File: src/rtl/adf_freq_ctrl.sv
// Front-panel frequency controller for the ADF4351: turns debounced key pulses into a
// saturating MHz target and hands every new value to the register writer via req/ack.
module adf_freq_ctrl #(
    parameter int FREQ_W    = 16,
    parameter int FREQ_MIN  = 35,
    parameter int FREQ_MAX  = 4400,
    parameter int FREQ_INIT = 100
) (
    input  logic              clk,
    input  logic              rst,
    input  logic              k_up,
    input  logic              k_dn,
    input  logic              k_step,
    input  logic              load_ack,
    output logic [FREQ_W-1:0] freq,
    output logic [1:0]        step_sel,
    output logic              load_req,
    output logic              busy
);

    typedef enum logic [1:0] {S_INIT, S_IDLE, S_REQ, S_DONE} state_t;
    typedef enum logic [1:0] {EV_NONE, EV_UP, EV_DN, EV_STEP} ev_t;

    localparam logic [FREQ_W:0]   MIN_W  = (FREQ_W+1)'(FREQ_MIN);
    localparam logic [FREQ_W:0]   MAX_W  = (FREQ_W+1)'(FREQ_MAX);
    localparam logic [FREQ_W-1:0] FMIN   = FREQ_W'(FREQ_MIN);
    localparam logic [FREQ_W-1:0] FMAX   = FREQ_W'(FREQ_MAX);
    localparam logic [FREQ_W-1:0] FINIT  = FREQ_W'(FREQ_INIT);

    state_t            state_q, state_d;
    ev_t               pend_q, pend_d;
    ev_t               ev_in, ev;
    logic [FREQ_W-1:0] freq_q, freq_d;
    logic [1:0]        step_q, step_d;
    logic              load_req_q, load_req_d;

    logic [FREQ_W:0]   step_tab [4];
    logic [FREQ_W:0]   step_w;
    logic [FREQ_W:0]   sum_w;
    logic [FREQ_W-1:0] up_nxt, dn_nxt, nxt;

    // Step sizes are decades: 1, 10, 100, 1000 MHz.
    genvar gi;
    generate
        for (gi = 0; gi < 4; gi++) begin : g_step
            assign step_tab[gi] = (FREQ_W+1)'(10 ** gi);
        end
    endgenerate

    // Arithmetic is one bit wider than freq so neither direction can wrap.
    always_comb begin
        step_w = step_tab[step_q];
        sum_w  = {1'b0, freq_q} + step_w;
        up_nxt = (sum_w > MAX_W) ? FMAX : sum_w[FREQ_W-1:0];
        dn_nxt = ({1'b0, freq_q} < (MIN_W + step_w)) ? FMIN
                                                     : (freq_q - step_w[FREQ_W-1:0]);
    end

    always_comb begin
        if (k_up)        ev_in = EV_UP;
        else if (k_dn)   ev_in = EV_DN;
        else if (k_step) ev_in = EV_STEP;
        else             ev_in = EV_NONE;
    end

    always_comb begin
        state_d    = state_q;
        pend_d     = pend_q;
        freq_d     = freq_q;
        step_d     = step_q;
        load_req_d = load_req_q;
        ev         = EV_NONE;
        nxt        = freq_q;
        case (state_q)
            S_INIT: begin
                if (ev_in != EV_NONE) pend_d = ev_in;
                load_req_d = 1'b1;
                state_d    = S_REQ;
            end
            S_IDLE: begin
                // A fresh pulse is newer than anything deferred, so it wins.
                ev     = (ev_in != EV_NONE) ? ev_in : pend_q;
                pend_d = EV_NONE;
                case (ev)
                    EV_UP:   nxt = up_nxt;
                    EV_DN:   nxt = dn_nxt;
                    EV_STEP: step_d = 2'(step_q + 2'd1);
                    default: ;
                endcase
                if ((ev == EV_UP || ev == EV_DN) && nxt != freq_q) begin
                    freq_d     = nxt;
                    load_req_d = 1'b1;
                    state_d    = S_REQ;
                end
            end
            S_REQ: begin
                if (ev_in != EV_NONE) pend_d = ev_in;
                if (load_ack) begin
                    load_req_d = 1'b0;
                    state_d    = S_DONE;
                end
            end
            S_DONE: begin
                if (ev_in != EV_NONE) pend_d = ev_in;
                // A level ack must drop before the next request can be counted.
                if (!load_ack) state_d = S_IDLE;
            end
            default: state_d = S_INIT;
        endcase
    end

    always_ff @(posedge clk or posedge rst) begin
        if (rst) begin
            state_q    <= S_INIT;
            pend_q     <= EV_NONE;
            freq_q     <= FINIT;
            step_q     <= 2'd0;
            load_req_q <= 1'b0;
        end else begin
            state_q    <= state_d;
            pend_q     <= pend_d;
            freq_q     <= freq_d;
            step_q     <= step_d;
            load_req_q <= load_req_d;
        end
    end

    assign freq     = freq_q;
    assign step_sel = step_q;
    assign load_req = load_req_q;
    assign busy     = (state_q != S_IDLE);

endmodule

File: config.mk
export PLATFORM = sky130hd
export DESIGN_NAME = adf_freq_ctrl
export DESIGN_NICKNAME = d
export VERILOG_FILES = /design/src/rtl/adf_freq_ctrl.sv
export SDC_FILE = /design/constraint.sdc
export NUM_CORES = 1
export LEC_CHECK = 0
export ABC_CLOCK_PERIOD_IN_PS = 8060
export CORE_ASPECT_RATIO = 0.9
export CORE_UTILIZATION = 50
export DETAILED_ROUTE_END_ITERATION = 7
export HOLD_SLACK_MARGIN = 0.1
export PLACE_DENSITY = 0.68
export SYNTH_ARGS = -nofsm -noshare
export SYNTH_HDL_FRONTEND = slang
export SYNTH_SLANG_ARGS = --single-unit
File: constraint.sdc
create_clock -name clk -period 8.06 [get_ports clk]
set_clock_uncertainty 0.05 [all_clocks]
set_input_delay 0.806 -clock clk [delete_from_list [all_inputs] [get_ports clk]]
set_output_delay 0.806 -clock clk [all_outputs]
set_load 0.005 [all_outputs]
==> summary.txt, run 1 <==
Status
  • Outcome: complete, no violations

Clock network
  • Number of CTS-inserted buffers: 3
  • Htree depth: 1
  • Clk buf depth: 2
  • Clock Sink Count: 23
  • Clock latency on the worst-skew pair: 0.27 ns
  • Setup Fix Bufs, Post-CTS: 0
  • Hold_buf cts: 0
  • CTS Root Cell: clkbuf_8
  • CTS tree: yes
  • Clock transition at the registers of the reported paths: 0.08 ns
  • # resized after CTS: 0

Global routing
  • GRT Total Usage: 31.3%
  • Initial antenna violation count: 0
  • Global route total overflow: 0
  • Number of global-route vias before repair: 3366
  • Largest net degree at the start of global routing: 24
  • First-pass GRT wire length: 17200 um

Worst setup path
  • RR Startpoint: step_sel[1]
  • Reg2reg setup slack: 2.26 ns
  • Critical Setup Path Class: flip-flop to flip-flop
  • Worst Path Buf+Inv: 3
  • CP max stage cell: a211oi_2
  • Startpoint types: flip-flop
  • CP top delay family: compound AO/OA/AOI/OAI gates
  • Worst r2r dst: freq[0]
  • Worst reg2reg path depth: 18
  • CP cell instances: inv_1 > ha_1 > inv_1 > ha_1 > inv_1 > ha_1 > a21oi_1 > o221ai_2 > and3_1 > o211ai_2 > nand4bb_1 > a211oi_2 > o21ai_0 > mux2i_1 > a221o_1 > or3_1 > nand2_4 > mux2_1
  • WP data required: 8.16 ns
  • CP max FO: 17
  • Crit path largest cell delay: 0.78 ns
  • CP Capture Type: flip-flop
  • CP arrival: 5.90 ns

Job
  • Max-Cap Viols: 0

Yosys
  • Yosys top cell by area: dfrtp_1
  • Post-Synth Adder-Cell Area: 12.6%
  • Syn. warnings: 0
  • Mapped Cells: 428
  • FF+latch count, synth: 23
  • Synth top area share: 14.6%
  • Xor/xnor share of the synthesized area: 5.33%
  • Number of synthesized flops with an enable pin: 0
  • Synth top area cells: dfrtp_1 15%, ha_1 12%, a21oi_1 4.7%, o21ai_0 4.4%, nand2_1 3.8%
  • Largest family of logic cells by synthesized area: compound AO/OA/AOI/OAI gates
  • Synth Flop Type: dfrtp_1
  • Post-synthesis mux area share: 2.12%
  • Post-Synth Simple-Gate Area: 19.4%
  • Net Count, Synth: 468
  • Synth Area in Compound Gates: 36.9%
  • Mapped Area: 3430 um^2
  • Syn avg cell area: 8.00 um^2
  • Yosys cell types: 87
  • Register area share after synthesis: 16.9%
  • Async SR Flop Fraction: 100%

STA
  • Final clock period utilization by the worst path: 72.0%
  • Slew @ Worst Pin: 0.999 ns
  • RSZ-0062 raised after global routing: no
  • Slew Limit Fails: 0
  • # setup viols final: 0
  • Relative slew slack: 32.5%
  • Fin. Hold Viols: 0
  • Fin crit period: 5.80 ns
  • Setup TNS: 0 ns
  • Max Clock Freq: 172 MHz

Floorplan
  • Initial core utilization: 52.0%
  • Die Area: 7190 um^2
  • Core Area: 6590 um^2
  • Die W: 89.3 um
  • I/O Pins: 26
  • Die height: 80.5 um
  • Rows: 28

Routing
  • DRT iter0 DRCs: 372
  • ANT nets after route: 0
  • Routed WL: 10500 um
  • Routed vias/inst: 6.67
  • Drt first pass iters: 5
  • DRC: 0
  • WL per Instance: 19.9 um
  • Routed via count: 3510

Layout
  • Number of diodes: 0
  • Layout area overhead: 8.69%
  • Final nets: 477
  • Fraction of layout cells with a size suffix above 1: 8.49%

Place
  • RePlAce Congestion: 0.931
  • Number of port buffers: 25
  • HPWL Detailed: 8140 um

Min path
  • Hold worst-path end: load_req
  • Hold path start: state_q[0]
  • Worst Hold Class: flip-flop to flip-flop
  • Cell depth of the worst hold path: 1
[stage by stage]
step	area [um^2]	hold slack [ns]	setup slack [ns]	utilization (%)	std cells
4_1_cts	3720	0.482	2.33	56.5	526
6_report	3720	0.479	2.26	56.5	526
5_1_grt	3720	0.509	1.86	56.5	526
3_5_place_dp	3680	0.477	2.35	55.9	522
3_3_place_gp	3680	0.464	2.60	55.9	522
2_1_floorplan	3430	0.427	3.54	-	428
[worst register-to-register path, stage by stage, from the launching register on]
cell and delay, ns:
dfrtp_1 0.49, inv_1 0.25, ha_1 0.27, inv_1 0.06
ha_1 0.29, inv_1 0.05, ha_1 0.17, a21oi_1 0.28
o221ai_2 0.22, and3_1 0.26, o211ai_2 0.29, nand4bb_1 0.16
a211oi_2 0.78, o21ai_0 0.30, mux2i_1 0.19, a221o_1 0.37
or3_1 0.66, nand2_4 0.21, mux2_1 0.34
[cell families after synthesis]
| group | count (synthesis) |
|---|---|
| compound gates | 166 |
| simple gates | 128 |
| buf+inv | 50 |
| fa+ha+maj | 34 |
| flops | 23 |
| xor+xnor | 20 |
| mux | 7 |
[state kept, by name (all words and copies together), names as in the netlist]
register,flops
pend_q,2
load_req,1
step_sel,2
freq,16
state_q,2
[area by class of cell]
cell class | instances | area [um^2]
multi-input combinational | 355 | 2620
fill | 672 | 2860
sequential | 23 | 579
timing repair buffer | 28 | 273
clock buffer | 4 | 45.0
tap | 90 | 113
inverter | 26 | 97.6
[synth_stat cells (3+ instances only)]
library cell and instances:
nand3_1 10, o2111ai_1 4, o22ai_1 4, ha_1 33, buf_2 4, clkbuf_1 12
nor3_1 9, a21boi_0 3, a31oi_1 4, nor2b_1 10, nand2b_1 4, o41ai_1 3
dfrtp_1 20, xnor2_1 13, a211o_1 6, o31ai_1 3, a21oi_1 32, o21ai_0 30
o311a_1 4, a311o_1 4, o21ai_1 3, or3_1 3, nand4_1 3, a211oi_1 9
buf_6 4, o211ai_1 9, inv_1 25, and3_1 5, xor2_1 6, mux2i_1 5
nand2_1 35, dfstp_2 3, nor2_1 29, a21o_1 5, o21a_1 6, nor4_1 3
[metal layers]
metal | track usage (%) | vias to the layer above | share of wire (%)
li1 | - | 1641 | -
met1 | 43.7 | 1666 | 45
met2 | 51.7 | 187 | 46
met3 | 4.01 | 16 | 7.8
met4 | 5.24 | 0 | 1.7
met5 | 0 | - | 0
[worst max-delay path by stage]
stage,from,end,cells past startpoint
detailed placement,step_sel[1],freq[0],18
global placement,step_sel[1],freq[0],18
CTS,step_sel[1],freq[0],18
floorplan,step_sel[1],freq[0],20
finish,step_sel[1],freq[0],18
global route,step_sel[1],freq[0],18
[cells in the final DEF, fill, tap and decap left out, drive strengths merged, types with 5 or more instances in the layout]
cell and instances:
nand2 36, o21ai 35, ha 33, a21oi 33, nor2 29, inv 26
clkdlybuf4s50 25, dfrtp 20, xnor2 14, nor2b 11, nand3 10, a211oi 10
o211ai 10, nor3 9, xor2 6, a211o 6, o21a 6, and3 5
a21o 5, mux2i 5, o2111ai 5
Power of run 1 is left out: the tool's default activity adds up to more than one toggle a clock period on the data nets, which glitch-free logic cannot reach.
==> run 2: changes to the inputs <==
- ABC_CLOCK_PERIOD_IN_PS: 8060 -> 6000
- clock period: 8.06 -> 6 ns (I/O delays scaled with it)
==> run 2 against run 1 <==
Effect of this change: clock-buffer cell count fell by 1; sequential cell count unchanged; fmax rose by 5.0%; routed wire length up 2.8%; core utilization barely moved; die area is the same; register-to-register slack worse by 1.8 ns; sequential share of layout area is essentially flat; cell count unchanged; critical path type unchanged.
==> summary.txt, run 2 (synthesized netlist as in run 1, its figures left out) <==
Layout
  • Number of diodes: 0 (unchanged)
  • Core Util, Final: 56.6% (about the same)
  • Most frequent cells in the layout: 35 x nand2_1, 33 x ha_1, 32 x a21oi_1, 30 x o21ai_0, 29 x nor2_1
  • Layout area overhead: 8.73% (about the same)
  • Fraction of layout cells with a size suffix above 1: 8.72% (+0.23 points)
  • Number of flip-flops in the largest register: 16 (unchanged)
  • Post-layout instance area: 3720 um^2 (about the same)
  • Final nets: 477 (unchanged)
  • Most common cell after layout, fill and taps aside: nand2_1
  • Post-Layout Cell Count: 526 (unchanged)

Clock network
  • CTS Root Cell: clkbuf_8
  • CTS tree: yes
  • Clk buf depth: 2 (unchanged)
  • Setup Fix Bufs, Post-CTS: 0 (unchanged)
  • # resized after CTS: 0 (unchanged)
  • Clock Sink Count: 23 (unchanged)
  • Number of CTS-inserted buffers: 3 (unchanged)
  • Clock latency on the worst-skew pair: 0.28 ns (about the same)
  • Clock transition at the registers of the reported paths: 0.10 ns (+0.02 ns)
  • Htree depth: 1 (unchanged)
  • Hold_buf cts: 0 (unchanged)

STA
  • Final clock period utilization by the worst path: 92.1% (+20 points)
  • Fin. Hold Viols: 0 (unchanged)
  • # setup viols final: 0 (unchanged)
  • Slew Limit Fails: 0 (unchanged)
  • RSZ-0062 raised after global routing: no
  • Setup TNS: 0 ns (unchanged)
  • Fin crit period: 5.53 ns (-0.275 ns)
  • Slew @ Worst Pin: 1.24 ns (+0.243 ns)
  • Relative slew slack: 16.9% (-16 points)
  • Max Clock Freq: 181 MHz (+5.0%)

Floorplan
  • Initial core utilization: 52.0% (unchanged)
  • Die height: 80.5 um (unchanged)
  • Rows: 28 (unchanged)
  • Die Area: 7190 um^2 (unchanged)
  • I/O Pins: 26 (unchanged)
  • Die W: 89.3 um (unchanged)
  • Core Area: 6590 um^2 (unchanged)

Place
  • RePlAce Congestion: 0.957 (+2.8%)
  • Placed inst area: 3680 um^2 (unchanged)
  • Number of port buffers: 25 (unchanged)
  • HPWL Detailed: 8230 um (+1.1%)
  • Placed Instances: 522 (unchanged)

Global routing
  • GRT Total Usage: 31.8% (+0.53 points)
  • Global route total overflow: 0 (unchanged)
  • Largest net degree at the start of global routing: 24 (unchanged)
  • First-pass GRT wire length: 17100 um (-0.16%)
  • Initial antenna violation count: 0 (unchanged)
  • Number of global-route vias before repair: 3183 (-5.4%)

Routing
  • Routed WL: 10800 um (+2.8%)
  • DRT iter0 DRCs: 357 (-4.0%)
  • Routed vias/inst: 6.60 (-1.1%)
  • Routed via count: 3473 (-1.1%)
  • Drt first pass iters: 5 (unchanged)
  • ANT nets after route: 0 (unchanged)
  • WL per Instance: 20.5 um (+2.8%)
  • DRC: 0 (unchanged)

Worst setup path
  • Startpoint types: flip-flop
  • CP Capture Type: flip-flop
  • CP arrival: 5.65 ns (-0.25 ns)
  • CP max FO: 17 (unchanged)
  • WP data required: 6.12 ns (-2.04 ns)
  • Critical Setup Path Class: flip-flop to flip-flop

Job
  • Max-Cap Viols: 0 (unchanged)

Min path
  • Worst Hold Class: flip-flop to flip-flop

Status
  • Outcome: complete, no violations
==> run 2: cell types whose count changed in the layout (fill, tap and decap cells not counted), sizes merged <==
cell / previous run / this run
clkbuf: 4 / 3
clkinv: 0 / 1
==> run 2: per-stage QoR <==
stage	hold WS, ns	setup slack [ns]
floorplan	0.427	1.48
global route	0.531	0.235
global placement	0.456	0.715
detailed placement	0.480	0.613
CTS	0.496	0.583
finish	0.500	0.471
==> run 2: final timing paths <==
| check | startpoint | end | slack [ns] | cells past startpoint |
|---|---|---|---|---|
| hold reg to reg | state_q[0] | state_q[1] | 0.50 | 1 |
| setup / recovery | step_sel[1] | freq[0] | 0.47 | 19 |
| max in group asynchronous | rst | freq[12] | 4.59 | 2 |
| min in group asynchronous | rst | pend_q[0] | 0.75 | 2 |
| setup reg to reg | step_sel[1] | freq[0] | 0.47 | 19 |
| hold / removal | state_q[0] | state_q[1] | 0.50 | 1 |
==> run 2: cell type report <==
cell class | instances | area (um^2)
inverters | 26 | 97.6
clock inverters | 1 | 5.00
repair buffers | 28 | 273
fillers | 637 | 2860
flip-flops and latches | 23 | 579
well taps | 90 | 113
multi-input cells | 355 | 2620
clock buffers | 3 | 41.3
==> run 2: worst max-delay path, stage by stage (launching register included) <==
cell	delay (ns)
dfrtp_1	0.50
inv_1	0.25
ha_1	0.27
inv_1	0.06
ha_1	0.31
inv_1	0.06
ha_1	0.17
a21oi_1	0.31
o221ai_2	0.22
and3_1	0.27
o211ai_2	0.30
nand4bb_1	0.15
a211oi_2	0.23
buf_4	0.23
and4_1	0.36
mux2i_1	0.34
o2111ai_1	0.16
or3_1	0.64
nand2_4	0.20
mux2_1	0.34
==> run 2: layer usage <==
layer | wire [um] | track usage [%] | share of wire, %
met3 | 859 | 3.80 | 8.0
met5 | 0 | 0 | 0
met4 | 208 | 10.3 | 1.9
met2 | 4910 | 49.6 | 46
met1 | 4810 | 45.0 | 45
Power of run 2 is left out for the same reason.
